File: src/rtl/tick_gen_pkg.sv
// tick_gen_pkg: shared modes, default widths and DCF timebase divisors for tick_gen_multi
package tick_gen_pkg;
  typedef enum logic {MODE_PERIODIC, MODE_ONESHOT} mode_t;
  localparam int TICK_CNT_W = 26;
  localparam int TICK_DEFAULT_DIV = 10000000;
  localparam int DIV_1S = 10000000;
  localparam int DIV_100MS = 1000000;
  localparam int DIV_10MS = 100000;
  function automatic int chan_w(input int n);
    return (n > 1) ? $clog2(n) : 1;
  endfunction
endpackage

File: src/rtl/tick_gen_if.sv
// tick_gen_if: divisor/mode load handshake between a controller and tick_gen_multi
interface tick_gen_if import tick_gen_pkg::*; #(
  parameter int CHANNELS = 4,
  parameter int CNT_W = TICK_CNT_W
);
  localparam int CH_W = chan_w(CHANNELS);
  logic load_valid;
  logic load_ready;
  logic [CH_W-1:0] load_chan;
  logic [CNT_W-1:0] load_div;
  mode_t load_mode;
  modport master(output load_valid, load_chan, load_div, load_mode, input load_ready);
  modport slave(input load_valid, load_chan, load_div, load_mode, output load_ready);
endinterface

File: src/rtl/tick_gen_chan.sv
// tick_gen_chan: one divider channel with loadable divisor, periodic/one-shot mode and pause
module tick_gen_chan import tick_gen_pkg::*; #(
  parameter int CNT_W = TICK_CNT_W,
  parameter int DEFAULT_DIV = TICK_DEFAULT_DIV
) (
  input  logic clk10,
  input  logic reset,
  input  logic i_load,
  input  logic [CNT_W-1:0] i_div,
  input  mode_t i_mode,
  input  logic i_en,
  input  logic i_resync,
  output logic o_tick,
  output logic o_busy
);
  logic [CNT_W-1:0] r_cnt, r_div;
  mode_t r_mode;
  logic r_tick, r_busy;
  logic w_active;
  assign w_active = i_en && (r_mode == MODE_PERIODIC || r_busy);
  assign o_tick = r_tick;
  assign o_busy = r_busy;
  always_ff @(posedge clk10)
    if (!reset) begin
      r_div <= CNT_W'(DEFAULT_DIV);
      r_mode <= MODE_PERIODIC;
      r_cnt <= '0;
      r_tick <= 1'b0;
      r_busy <= 1'b0;
    end else if (i_load) begin
      r_div <= (i_div == '0) ? CNT_W'(1) : i_div;
      r_mode <= i_mode;
      r_cnt <= '0;
      r_tick <= 1'b0;
      r_busy <= (i_mode == MODE_ONESHOT);
    end else if (i_resync) begin
      r_cnt <= '0;
      r_tick <= 1'b0;
      r_busy <= (r_mode == MODE_ONESHOT);
    end else if (!w_active) begin
      r_tick <= 1'b0;
    end else if (r_cnt == r_div - CNT_W'(1)) begin
      r_cnt <= '0;
      r_tick <= 1'b1;
      if (r_mode == MODE_ONESHOT) r_busy <= 1'b0;
    end else begin
      r_cnt <= r_cnt + CNT_W'(1);
      r_tick <= 1'b0;
    end
endmodule

File: src/rtl/tick_gen_multi.sv
// tick_gen_multi: multi-channel clock-enable generator; owns the load handshake and channel decode
module tick_gen_multi import tick_gen_pkg::*; #(
  parameter int CHANNELS = 4,
  parameter int CNT_W = TICK_CNT_W,
  parameter int DEFAULT_DIV = TICK_DEFAULT_DIV
) (
  input  logic clk10,
  input  logic reset,
  tick_gen_if.slave bus,
  input  logic [CHANNELS-1:0] chan_en,
  input  logic resync,
  output logic [CHANNELS-1:0] tick,
  output logic [CHANNELS-1:0] busy
);
  localparam int CH_W = chan_w(CHANNELS);
  logic r_ready;
  logic w_accept;
  assign w_accept = bus.load_valid && r_ready;
  assign bus.load_ready = r_ready;
  // one dead cycle after every accepted load caps the load rate at one per two cycles
  always_ff @(posedge clk10)
    if (!reset) r_ready <= 1'b1;
    else r_ready <= !w_accept;
  for (genvar i = 0; i < CHANNELS; i++) begin : g_ch
    logic w_hit;
    assign w_hit = w_accept && (bus.load_chan == CH_W'(i));
    tick_gen_chan #(.CNT_W(CNT_W), .DEFAULT_DIV(DEFAULT_DIV)) u_chan (
      .clk10(clk10),
      .reset(reset),
      .i_load(w_hit),
      .i_div(bus.load_div),
      .i_mode(bus.load_mode),
      .i_en(chan_en[i]),
      .i_resync(resync),
      .o_tick(tick[i]),
      .o_busy(busy[i])
    );
  end
endmodule

File: src/flat_wrapper.sv
// flat-port wrapper written by rule: the top's interface ports become plain ports
module tick_gen_multi_flat import tick_gen_pkg::*;
#(
  parameter int CHANNELS = 4,
  parameter int CNT_W = TICK_CNT_W,
  parameter int DEFAULT_DIV = TICK_DEFAULT_DIV
)
  (clk10, reset, chan_en, resync, tick, busy, bus_load_valid, bus_load_chan, bus_load_div, bus_load_mode, bus_load_ready);
  tick_gen_if #(.CHANNELS(CHANNELS), .CNT_W(CNT_W)) bus_i ();
  input  logic clk10;
  input  logic reset;
  input  logic [CHANNELS-1:0] chan_en;
  input  logic resync;
  output logic [CHANNELS-1:0] tick;
  output logic [CHANNELS-1:0] busy;
  input wire logic [$bits(bus_i.load_valid)-1:0] bus_load_valid;
  input wire logic [$bits(bus_i.load_chan)-1:0] bus_load_chan;
  input wire logic [$bits(bus_i.load_div)-1:0] bus_load_div;
  input wire logic [$bits(bus_i.load_mode)-1:0] bus_load_mode;
  output wire logic [$bits(bus_i.load_ready)-1:0] bus_load_ready;
  assign bus_i.load_valid = bus_load_valid;
  assign bus_i.load_chan = bus_load_chan;
  assign bus_i.load_div = bus_load_div;
  assign bus_i.load_mode = bus_load_mode;
  assign bus_load_ready = bus_i.load_ready;
  tick_gen_multi #(.CHANNELS(CHANNELS), .CNT_W(CNT_W), .DEFAULT_DIV(DEFAULT_DIV)) u_core (.clk10(clk10), .reset(reset), .bus(bus_i), .chan_en(chan_en), .resync(resync), .tick(tick), .busy(busy));
endmodule
File: config.mk
export PLATFORM = sky130hd
export DESIGN_NAME = tick_gen_multi_flat
export DESIGN_NICKNAME = d
export VERILOG_FILES = /design/src/rtl/tick_gen_pkg.sv /design/src/rtl/tick_gen_if.sv /design/src/rtl/tick_gen_chan.sv /design/src/rtl/tick_gen_multi.sv /design/src/flat_wrapper.sv
export SDC_FILE = /design/constraint.sdc
export NUM_CORES = 1
export LEC_CHECK = 0
export BUFFER_PORTS_ARGS = -buffer_cell sky130_fd_sc_hd__buf_2
export CAP_MARGIN = 20
export CORE_UTILIZATION = 45
export CTS_CLUSTER_SIZE = 30
export DETAILED_ROUTE_END_ITERATION = 16
export HOLD_SLACK_MARGIN = 0.15
export PLACE_DENSITY = 0.73
export SETUP_SLACK_MARGIN = 0.2
export SLEW_MARGIN = 20
export SYNTH_ARGS = -nofsm -noshare
export SYNTH_HDL_FRONTEND = slang
export SYNTH_HIERARCHICAL = 1
export SYNTH_SLANG_ARGS = --single-unit
File: constraint.sdc
create_clock -name clk10 -period 3.25 [get_ports clk10]
set_input_delay 0.8125 -clock clk10 [delete_from_list [all_inputs] [get_ports clk10]]
set_output_delay 0.8125 -clock clk10 [all_outputs]
set_load 0.005 [all_outputs]
==> results.tsv, run 1 <==
metric	value	unit
outcome	finished clean	
CTS sink count	221	
clock power share	44.2	%
endpoints failing setup	0	
first-pass GRT wire length	60.1	mm
DRC errors left	0	
post-synth cell types	63	
adder-cell area share of the yosys netlist	0.698	%
period utilization	92.6	%
GPL Wtd Cong	0.918	
critical path peak fanout	6	
most frequent cells in the layout	216 x dfxtp_1, 120 x xor2_1, 108 x mux2i_1, 104 x nand2_1, 96 x xnor2_1	
dpl hpwl	27.1	mm
average wire per standard cell	18.4	um
Int Power	4.72	mW
worst hold slack	0.457	ns
Num CTS Buffers	24	
Initial Util	46.3	%
Die Span Y	181	um
placed cell areas	15100	um^2
Iteration-0 DRC Markers	954	
post-synthesis mux area share	7.54	%
largest net degree at the start of global routing	47	
switching power	1.60	mW
Syn Inst Count	1586	
Max Freq	332	MHz
HP Start	u_core/bus.load_ready	
critical path class	reg2reg	
H-tree levels	1	
hold crit path type	reg2reg	
required time of the critical path	3.66	ns
Period minus WS final	3.01	ns
CTS tree	built	
PortBufs	45	
cell area after synthesis	14300	um^2
Peak VDD IR	0.000360	V
clk_lat worst skew	0.53	ns
Pwr Total	6.32	mW
Gate power share	10.6	%
hold_buf cts	0	
post-route cell area	16300	um^2
Ports	46	
asr flop ratio synth	0	%
Clk Tree Root Cell	clkbuf_16	
Die Wd	181	um
Post-synth EDFFs	0	
main combinational cell family by area after synthesis	simple AND/OR/NAND/NOR gates	
post-synthesis sequential area ratio	30.9	%
GRT Total Usage	22.1	%
predominant post-synthesis flop cell	dfxtp_1	
Setup Skew	0.00890	ns
Hold Crit Endpoint	u_core/bus.load_ready	
number of global-route vias before repair	11700	
hold depth	1	
Slew Limit Fails	0	
Syn. warnings	6	
Worst setup EP type	register	
XOR/XNOR Fraction of Synth Area	13.2	%
most common cell after layout, fill and taps aside	dfxtp_1	
pin slew with the least headroom to its limit	0.566	ns
leakage	5.43	nW
DRT Wirelength	37.8	mm
DRT Pass-1 Iters	7	
Vias	12300	
# fillers	2765	
CORE AREA	31000	um^2
RSZ-0062 raised after global routing	true	
FF-to-FF setup slack	0.24	ns
critical path data arrival time	3.42	ns
P per Cell Area	388	nW/um^2
initial antenna violation count	0	
CP startpoint kind	register	
R2R Path End	u_core/g_ch[2].u_chan/o_tick	
Flop pwr share	45.2	%
area grow syn2layout	13.6	%
cell row count	64	
Net Sw Frac	25.3	%
Mean Syn Cell Area	9.04	um^2
FF-to-FF Start	u_core/g_ch[2].u_chan/r_div[13]	
Final Non-Filler Cells	2055	
Worst-path clk slew	0.06	ns
CTS Buffer Depth	3	
Final #Nets	1687	
R2R depth	7	
Synth Register Bits	221	
Synth Area in Simple Gates	33.3	%
Via density	6.00	
worst setup margin	0.242	ns
pre-CTS WS	0.160	ns
final hold vios	0	
Rel. slew slack	62.2	%
Core Util, Final	52.6	%
syn nets	1631	
setup TNS after final layout	0	ns
Max Cap Violations	0	
share of cells above drive strength 1	19.4	%
antenna cells	0	
die area	32600	um^2
dpl cells	1995	
Congestion Overflow GR	0	
Routed Antenna Nets	0	
Compound-Gate Fraction of Synth Area	10.3	%
[flip-flops by register name, summed over array words and instances, names as in the netlist]
name / flops
u_core/g_ch.u_chan/r_cnt: 104
u_core/g_ch.u_chan/r_div: 104
u_core/g_ch.u_chan/o_busy: 4
u_core/g_ch.u_chan/o_tick: 4
u_core/g_ch.u_chan/r_mode: 4
u_core/bus.load_ready: 1
[cell usage after synthesis, types with 12 or more instances]
| library cell | instances | area [um^2] |
|---|---|---|
| nor2_1 | 60 | 225 |
| and4_1 | 13 | 114 |
| buf_2 | 24 | 120 |
| o21ai_0 | 48 | 240 |
| nor3_2 | 88 | 881 |
| dfxtp_1 | 221 | 4420 |
| a211oi_1 | 16 | 120 |
| or3_1 | 24 | 150 |
| inv_1 | 32 | 120 |
| nand4_1 | 48 | 300 |
| nand2_1 | 104 | 390 |
| buf_6 | 12 | 135 |
| nor3_1 | 52 | 260 |
| nor4_4 | 12 | 255 |
| xor2_1 | 120 | 1050 |
| a31oi_1 | 12 | 75.1 |
| or4_4 | 12 | 135 |
| nand3_1 | 57 | 285 |
| nor2b_1 | 80 | 500 |
| mux2i_1 | 108 | 1080 |
| and3_1 | 24 | 150 |
| nand4b_1 | 16 | 140 |
| a21oi_1 | 24 | 120 |
| nor4_1 | 60 | 375 |
| clkbuf_1 | 40 | 150 |
| xnor2_1 | 96 | 841 |
[power by group through the flow]
stage,combinational (mW),sequential [mW],clock [mW]
2_1_floorplan,0.444,2.87,0
3_3_place_gp,0.617,2.91,0
3_5_place_dp,0.629,2.91,0
4_1_cts,0.635,2.85,2.85
5_1_grt,0.721,2.86,2.96
6_report,0.670,2.85,2.79
[worst max-delay path, stage by stage (launching register included)]
cell     delay (ns)
dfxtp_1        0.39
or4_4          0.59
or2_0          0.26
or3b_1         0.42
a22o_1         0.24
a221o_1        0.27
or4b_1         0.47
nor4_1         0.24
[timing repair]
| item | CTS | global route |
|---|---|---|
| buffers inserted | 0 | 13 |
| pin swaps | 0 | 13 |
| gates cloned | 0 | 4 |
| endpoints found under the hold margin | 0 | 0 |
| resized for setup | 2 | 38 |
| endpoints found under the setup margin | 54 | 112 |
[worst max-delay path by stage]
| stage | from | end | cells past startpoint |
|---|---|---|---|
| floorplan | u_core/g_ch[0].u_chan/r_div[0] | u_core/g_ch[0].u_chan/r_cnt[15] | 11 |
| global placement | u_core/g_ch[1].u_chan/r_div[1] | u_core/g_ch[1].u_chan/o_tick | 9 |
| detailed placement | u_core/g_ch[1].u_chan/r_div[1] | u_core/g_ch[1].u_chan/o_tick | 9 |
| CTS | u_core/g_ch[1].u_chan/r_div[11] | u_core/g_ch[1].u_chan/o_tick | 7 |
| global route | u_core/g_ch[2].u_chan/r_div[1] | u_core/g_ch[2].u_chan/r_cnt[9] | 10 |
| finish | u_core/g_ch[2].u_chan/r_div[13] | u_core/g_ch[2].u_chan/o_tick | 7 |
[layer usage]
layer / global-route usage (%) / part of all wire [%] / vias to the layer above
li1: - / - / 5951
met1: 29.7 / 46 / 5921
met2: 36.3 / 46 / 386
met3: 3.94 / 6.0 / 74
met4: 5.88 / 2.6 / 0
met5: 0 / 0 / -
[kinds of logic (layout without fill, tap and decap cells)]
group | count (synthesis) | in the layout
buffers and inverters | 120 | 193
AND/OR/NAND/NOR | 713 | 713
adder cells (fa/ha/maj) | 8 | 8
AO/OA/AOI/OAI | 200 | 200
multiplexers | 108 | 108
flip-flops | 221 | 221
XOR/XNOR | 216 | 216
[layout make-up]
type                       count  area [um^2]  area share (%)
clock buffer                  37          761            4.67
clock inverter                 6         57.6           0.353
inverter                      32          120           0.738
multi-input combinational   1245         9540            58.6
sequential                   221         4430            27.2
tap                          396          495            3.04
timing repair buffer         118          880            5.40
Power figures use the tool's default switching activity.
==> run 2: changes to the inputs <==
Settings changed: ABC_AREA set to 1, CORE_MARGIN set to 2, SKIP_LAST_GASP set to 1.
==> results.tsv, run 2 <==
metric	value	unit
outcome	finished clean	
critical path depth	16	
post-synth cell types	40	
endpoints failing setup	0	
Mean Syn Cell Area	6.44	um^2
asr flop ratio synth	0	%
Synth top cells by count	616 x nand2_1, 324 x nor2_1, 294 x inv_1, 221 x dfxtp_1, 133 x nand3_1	
DRC errors left	0	
most common cell in the netlist	nand2_1	
Slew Limit Fails	0	
dpl hpwl	29.1	mm
Clk Tree Root Cell	clkbuf_16	
CTS Buffer Depth	3	
predominant post-synthesis flop cell	dfxtp_1	
period utilization	77.1	%
Gate power share	11.8	%
Max Freq	399	MHz
CP startpoint kind	register	
final hold vios	0	
DRT Wirelength	38.1	mm
critical path peak fanout	18	
Routed Antenna Nets	0	
post-synthesis sequential area ratio	30.3	%
pin slew with the least headroom to its limit	1.06	ns
critical path data arrival time	2.94	ns
area grow syn2layout	10.3	%
Net Sw Frac	26.6	%
# resized after CTS	0	
R2R depth	16	
H-tree levels	1	
Synth Register Bits	221	
share of cells above drive strength 1	11.1	%
WP buf/inv	2	
number of global-route vias before repair	13100	
Worst-path clk slew	0.06	ns
switching power	1.83	mW
Rel. slew slack	29.4	%
clock power share	46.3	%
cell row count	65	
Ports	46	
Max Cap Violations	0	
dpl cells	2713	
setup TNS after final layout	0	ns
Worst setup EP type	register	
Synth area leader	dfxtp_1	
die area	33900	um^2
Vias	14100	
DRT Pass-1 Iters	8	
Syn Inst Count	2269	
Post-synth EDFFs	0	
Final #Nets	2350	
critical path's slowest cell	dfxtp_1	
Largest regs	u_core/g_ch.u_chan/r_cnt (104), u_core/g_ch.u_chan/r_div (104)	
average wire per standard cell	13.8	um
Die Wd	184	um
Period minus WS final	2.51	ns
Via density	5.13	
initial antenna violation count	1	
Iteration-0 DRC Markers	1057	
PortBufs	45	
P per Cell Area	428	nW/um^2
most frequent cells in the layout	616 x nand2_1, 324 x nor2_1, 294 x inv_1, 221 x dfxtp_1, 133 x nand3_1	
Congestion Overflow GR	0	
Critical Path, Cell by Cell	inv_1 -> ha_1 -> nand2_4 -> nor2_8 -> nand2_4 -> nor2_2 -> nand2_1 -> nand3_1 -> nand2_1 -> nor2_1 -> nand2_1 -> nor2_2 -> nand2_4 -> nand2_8 -> or2_1 -> inv_1	
Syn. warnings	6	
hold crit path type	reg2reg	
first-pass GRT wire length	63.0	mm
Peak VDD IR	0.000381	V
CORE AREA	31800	um^2
Initial Util	45.9	%
CTS tree	built	
syn nets	2314	
GPL Wtd Cong	0.897	
Post-CTS Setup Bufs	0	
Synth top area share	30.3	%
Final Non-Filler Cells	2759	
Pwr Total	6.89	mW
cell area after synthesis	14600	um^2
Int Power	5.06	mW
GRT Total Usage	22.4	%
top cells by area, synth	dfxtp_1 30%, nand2_1 16%, nor2_1 8.3%	
clk_lat worst skew	0.55	ns
largest net degree at the start of global routing	39	
most common cell after layout, fill and taps aside	nand2_1	
required time of the critical path	3.68	ns
Setup Skew	0.0227	ns
Num CTS Buffers	25	
Largest stage delay, worst path	0.33	ns
critical path class	reg2reg	
Crit path max-delay family	simple AND/OR/NAND/NOR gates	
RSZ-0062 raised after global routing	false	
CTS sink count	221	
leakage	7.12	nW
hold depth	1	
Flop pwr share	41.8	%
Die Span Y	184	um
hold_buf cts	0	
-- run 2: cell types whose count changed after synthesis, sizes merged, moves of 40 or more --
cell   previous run  this run
nand2           104       649
nor2             60       424
inv              32       302
mux2i           108         0
nor3            140        36
nor2b            80         0
nand3            61       137
xor2            120        56
xnor2            96        52
nor4             72        32
-- run 2: final timing paths --
| check | slack (ns) | startpoint | end |
|---|---|---|---|
| worst max-delay path | 0.74 | u_core/g_ch[3].u_chan/r_div[0] | u_core/g_ch[3].u_chan/r_cnt[21] |
| worst min-delay path | 0.42 | u_core/bus.load_ready | u_core/bus.load_ready |
| worst max register to register | 0.74 | u_core/g_ch[3].u_chan/r_div[0] | u_core/g_ch[3].u_chan/r_cnt[21] |
| worst min register to register | 0.42 | u_core/bus.load_ready | u_core/bus.load_ready |
-- run 2: final cells by class --
type	instances	area (um^2)
diodes	1	2.50
clock buffers	31	708
clock inverters	14	234
fillers	3174	15700
inverters	306	1150
multi-input cells	1694	8740
flip-flops and latches	221	4420
well taps	435	544
repair buffers	57	315
-- run 2: power groups by stage --
stage	Clock (mW)	Combinational (mW)	Sequential [mW]
2_1_floorplan	0	0.609	2.90
3_3_place_gp	0	0.787	2.94
3_5_place_dp	0	0.806	2.94
4_1_cts	3.26	0.809	2.88
5_1_grt	3.37	0.914	2.89
6_report	3.20	0.815	2.88
-- run 2: kinds of logic (layout without fill, tap and decap cells) --
kind of cell	Yosys count	after routing	synth area share [%]
compound gates	196	196	8.39
xor+xnor	108	108	6.48
fa+ha+maj	8	8	0.685
buf+inv	354	408	9.88
flops	221	221	30.3
other cells	0	1	0
simple gates	1382	1382	44.3
-- run 2: worst reg2reg max path, stage by stage, from the launching register on --
cell	delay [ns]
dfxtp_1	0.33
inv_1	0.17
ha_1	0.32
nand2_4	0.13
nor2_8	0.19
nand2_4	0.08
nor2_2	0.08
nand2_1	0.07
nand3_1	0.08
nand2_1	0.05
nor2_1	0.10
nand2_1	0.07
nor2_2	0.25
nand2_4	0.16
nand2_8	0.18
or2_1	0.13
inv_1	0.03
-- run 2: through the flow --
| stage | setup slack (ns) | hold slack (ns) | cell area (um^2) | utilization [%] |
|---|---|---|---|---|
| after floorplan | 1.12 | 0.408 | 14600 | - |
| after global placement | 0.601 | 0.399 | 15200 | 47.7 |
| after detailed placement | 0.581 | 0.408 | 15200 | 47.7 |
| after CTS | 0.722 | 0.421 | 16100 | 50.7 |
| after global routing | 0.432 | 0.427 | 16100 | 50.7 |
| final | 0.743 | 0.423 | 16100 | 50.7 |
-- run 2: layer usage --
layer | vias to the layer above | global-route usage (%) | wire length [um]
li1 | 7308 | - | -
met5 | - | 0 | 0
met2 | 346 | 38.6 | 17700
met4 | 0 | 7.36 | 1130
met3 | 74 | 2.94 | 1910
met1 | 6416 | 28.9 | 17400
==> run 3: changes to the inputs <==
Clock period 3.25 ns to 2.24 ns, I/O delays scaled along.
==> results.tsv, run 3 (synthesis gave the netlist of run 2 again) <==
metric	value	unit
outcome	finished clean	
GRT Total Usage	23.9	%
critical path data arrival time	2.59	ns
number of global-route vias before repair	13900	
DRT Pass-1 Iters	6	
Slew Limit Fails	0	
Worst setup EP type	register	
critical path class	reg2reg	
DRT Wirelength	42.5	mm
Initial Util	45.9	%
Final #Nets	2449	
HP Start	bus_load_valid	
average wire per standard cell	14.9	um
R2R depth	15	
Num CTS Buffers	25	
DRC errors left	0	
Peak VDD IR	0.000515	V
share of cells above drive strength 1	22.2	%
required time of the critical path	2.66	ns
CTS Buffer Depth	3	
Max Freq	461	MHz
Max Cap Violations	0	
Routed Antenna Nets	0	
clk_lat worst skew	0.53	ns
Ports	46	
period utilization	96.8	%
final hold vios	0	
setup TNS after final layout	0	ns
Die Span Y	184	um
area grow syn2layout	22.3	%
FF-to-FF Start	u_core/g_ch[2].u_chan/r_div[8]	
P per Cell Area	550	nW/um^2
H-tree levels	1	
cell row count	65	
leakage	7.68	nW
die area	33900	um^2
initial antenna violation count	1	
CORE AREA	31800	um^2
CP Launch Point	u_core/g_ch[2].u_chan/r_div[8]	
Period minus WS final	2.17	ns
largest net degree at the start of global routing	39	
CTS sink count	221	
Clk Tree Root Cell	clkbuf_16	
Iteration-0 DRC Markers	1146	
PortBufs	45	
Final Non-Filler Cells	2858	
most common cell after layout, fill and taps aside	nand2_1	
dpl cells	2763	
pin slew with the least headroom to its limit	0.595	ns
GPL Wtd Cong	0.929	
RSZ-0062 raised after global routing	true	
Die Wd	184	um
dpl hpwl	30.2	mm
first-pass GRT wire length	66.6	mm
CTS tree	built	
hold crit path type	in2reg	
CP startpoint kind	register	
endpoints failing setup	0	
most frequent cells in the layout	594 x nand2_1, 279 x nor2_1, 277 x inv_1, 175 x dfxtp_1, 115 x nand3_1	
hold depth	2	
Rel. slew slack	60.1	%
Congestion Overflow GR	0	
Via density	5.22	
Largest regs	u_core/g_ch.u_chan/r_cnt (104), u_core/g_ch.u_chan/r_div (104)	
Pwr Total	9.83	mW
Setup Skew	0.00845	ns
critical path peak fanout	4	
Worst-path clk slew	0.06	ns
Vias	14900	
## run 3: cell count changes in the layout (fill, tap and decap cells not counted), moves of 13 or more
| cell | change |
|---|---|
| dfxtp_2 | +41 |
| nand3_1 | -18 |
| nand2_2 | +18 |
| inv_2 | +16 |
| dfxtp_1 | -46 |
| buf_4 | +72 |
| nor2_1 | -45 |
| nand2_1 | -22 |
| inv_1 | -17 |
| nor2_4 | +42 |
| nand2_8 | +13 |
## run 3: worst paths after layout
kind	slack, ns	endpoint
max	0.07	u_core/g_ch[2].u_chan/o_busy
min	0.24	u_core/bus.load_ready
max reg2reg	0.07	u_core/g_ch[2].u_chan/o_busy
min reg2reg	0.42	u_core/bus.load_ready
## run 3: metrics by stage
| stage | cell area (um^2) | setup slack (ns) | util (%) | hold WS [ns] |
|---|---|---|---|---|
| after floorplan | 14600 | 0.214 | - | 0.408 |
| after global placement | 15600 | -0.000175 | 49.1 | 0.398 |
| after detailed placement | 15600 | -0.0315 | 49.1 | 0.405 |
| after CTS | 16800 | 0.0465 | 52.9 | 0.228 |
| after global routing | 17900 | -0.122 | 56.2 | 0.251 |
| final | 17900 | 0.0723 | 56.2 | 0.245 |
## run 3: report_power, final
group          switching [mW]  internal (mW)
clock                    1.65           2.55
combinational           0.920          0.519
sequential              0.154           4.04
## run 3: final cells by class
cell class | instances | area [um^2]
Inverter | 306 | 1150
Multi-Input combinational cell | 1705 | 9720
Antenna cell | 1 | 2.50
Fill cell | 2920 | 13900
Clock inverter | 12 | 138
Timing Repair Buffer | 145 | 1100
Tap cell | 435 | 544
Clock buffer | 33 | 706
Sequential cell | 221 | 4490
## run 3: worst max-delay path: stages, from the launching register on
cell     delay, ns
dfxtp_1       0.37
nor2_2        0.17
nand2_1       0.11
nor2_2        0.17
nand2_2       0.10
nand2_1       0.08
nand2_1       0.05
nor2_1        0.12
nand2_1       0.09
nor2_2        0.12
nand3_2       0.09
nor2_4        0.16
buf_4         0.15
nand3_2       0.09
a21oi_2       0.14
nor2_1        0.05
## run 3: repair_timing
action                                 4_1_cts  5_1_grt
gates resized for setup                     67      199
pin swaps                                   52       98
gates cloned                                 5        6
setup buffers                               13       25
hold buffers                                 0        0
endpoints found under the hold margin        0        0
setup endpoints to repair                  112      112
## run 3: layer usage
metal | routed length [um] | part of all wire [%] | GRT usage (%)
met1 | 18400 | 43 | 30.0
met3 | 2070 | 4.9 | 2.35
met4 | 1380 | 3.2 | 9.06
met5 | 0 | 0 | 0
met2 | 20700 | 49 | 42.1
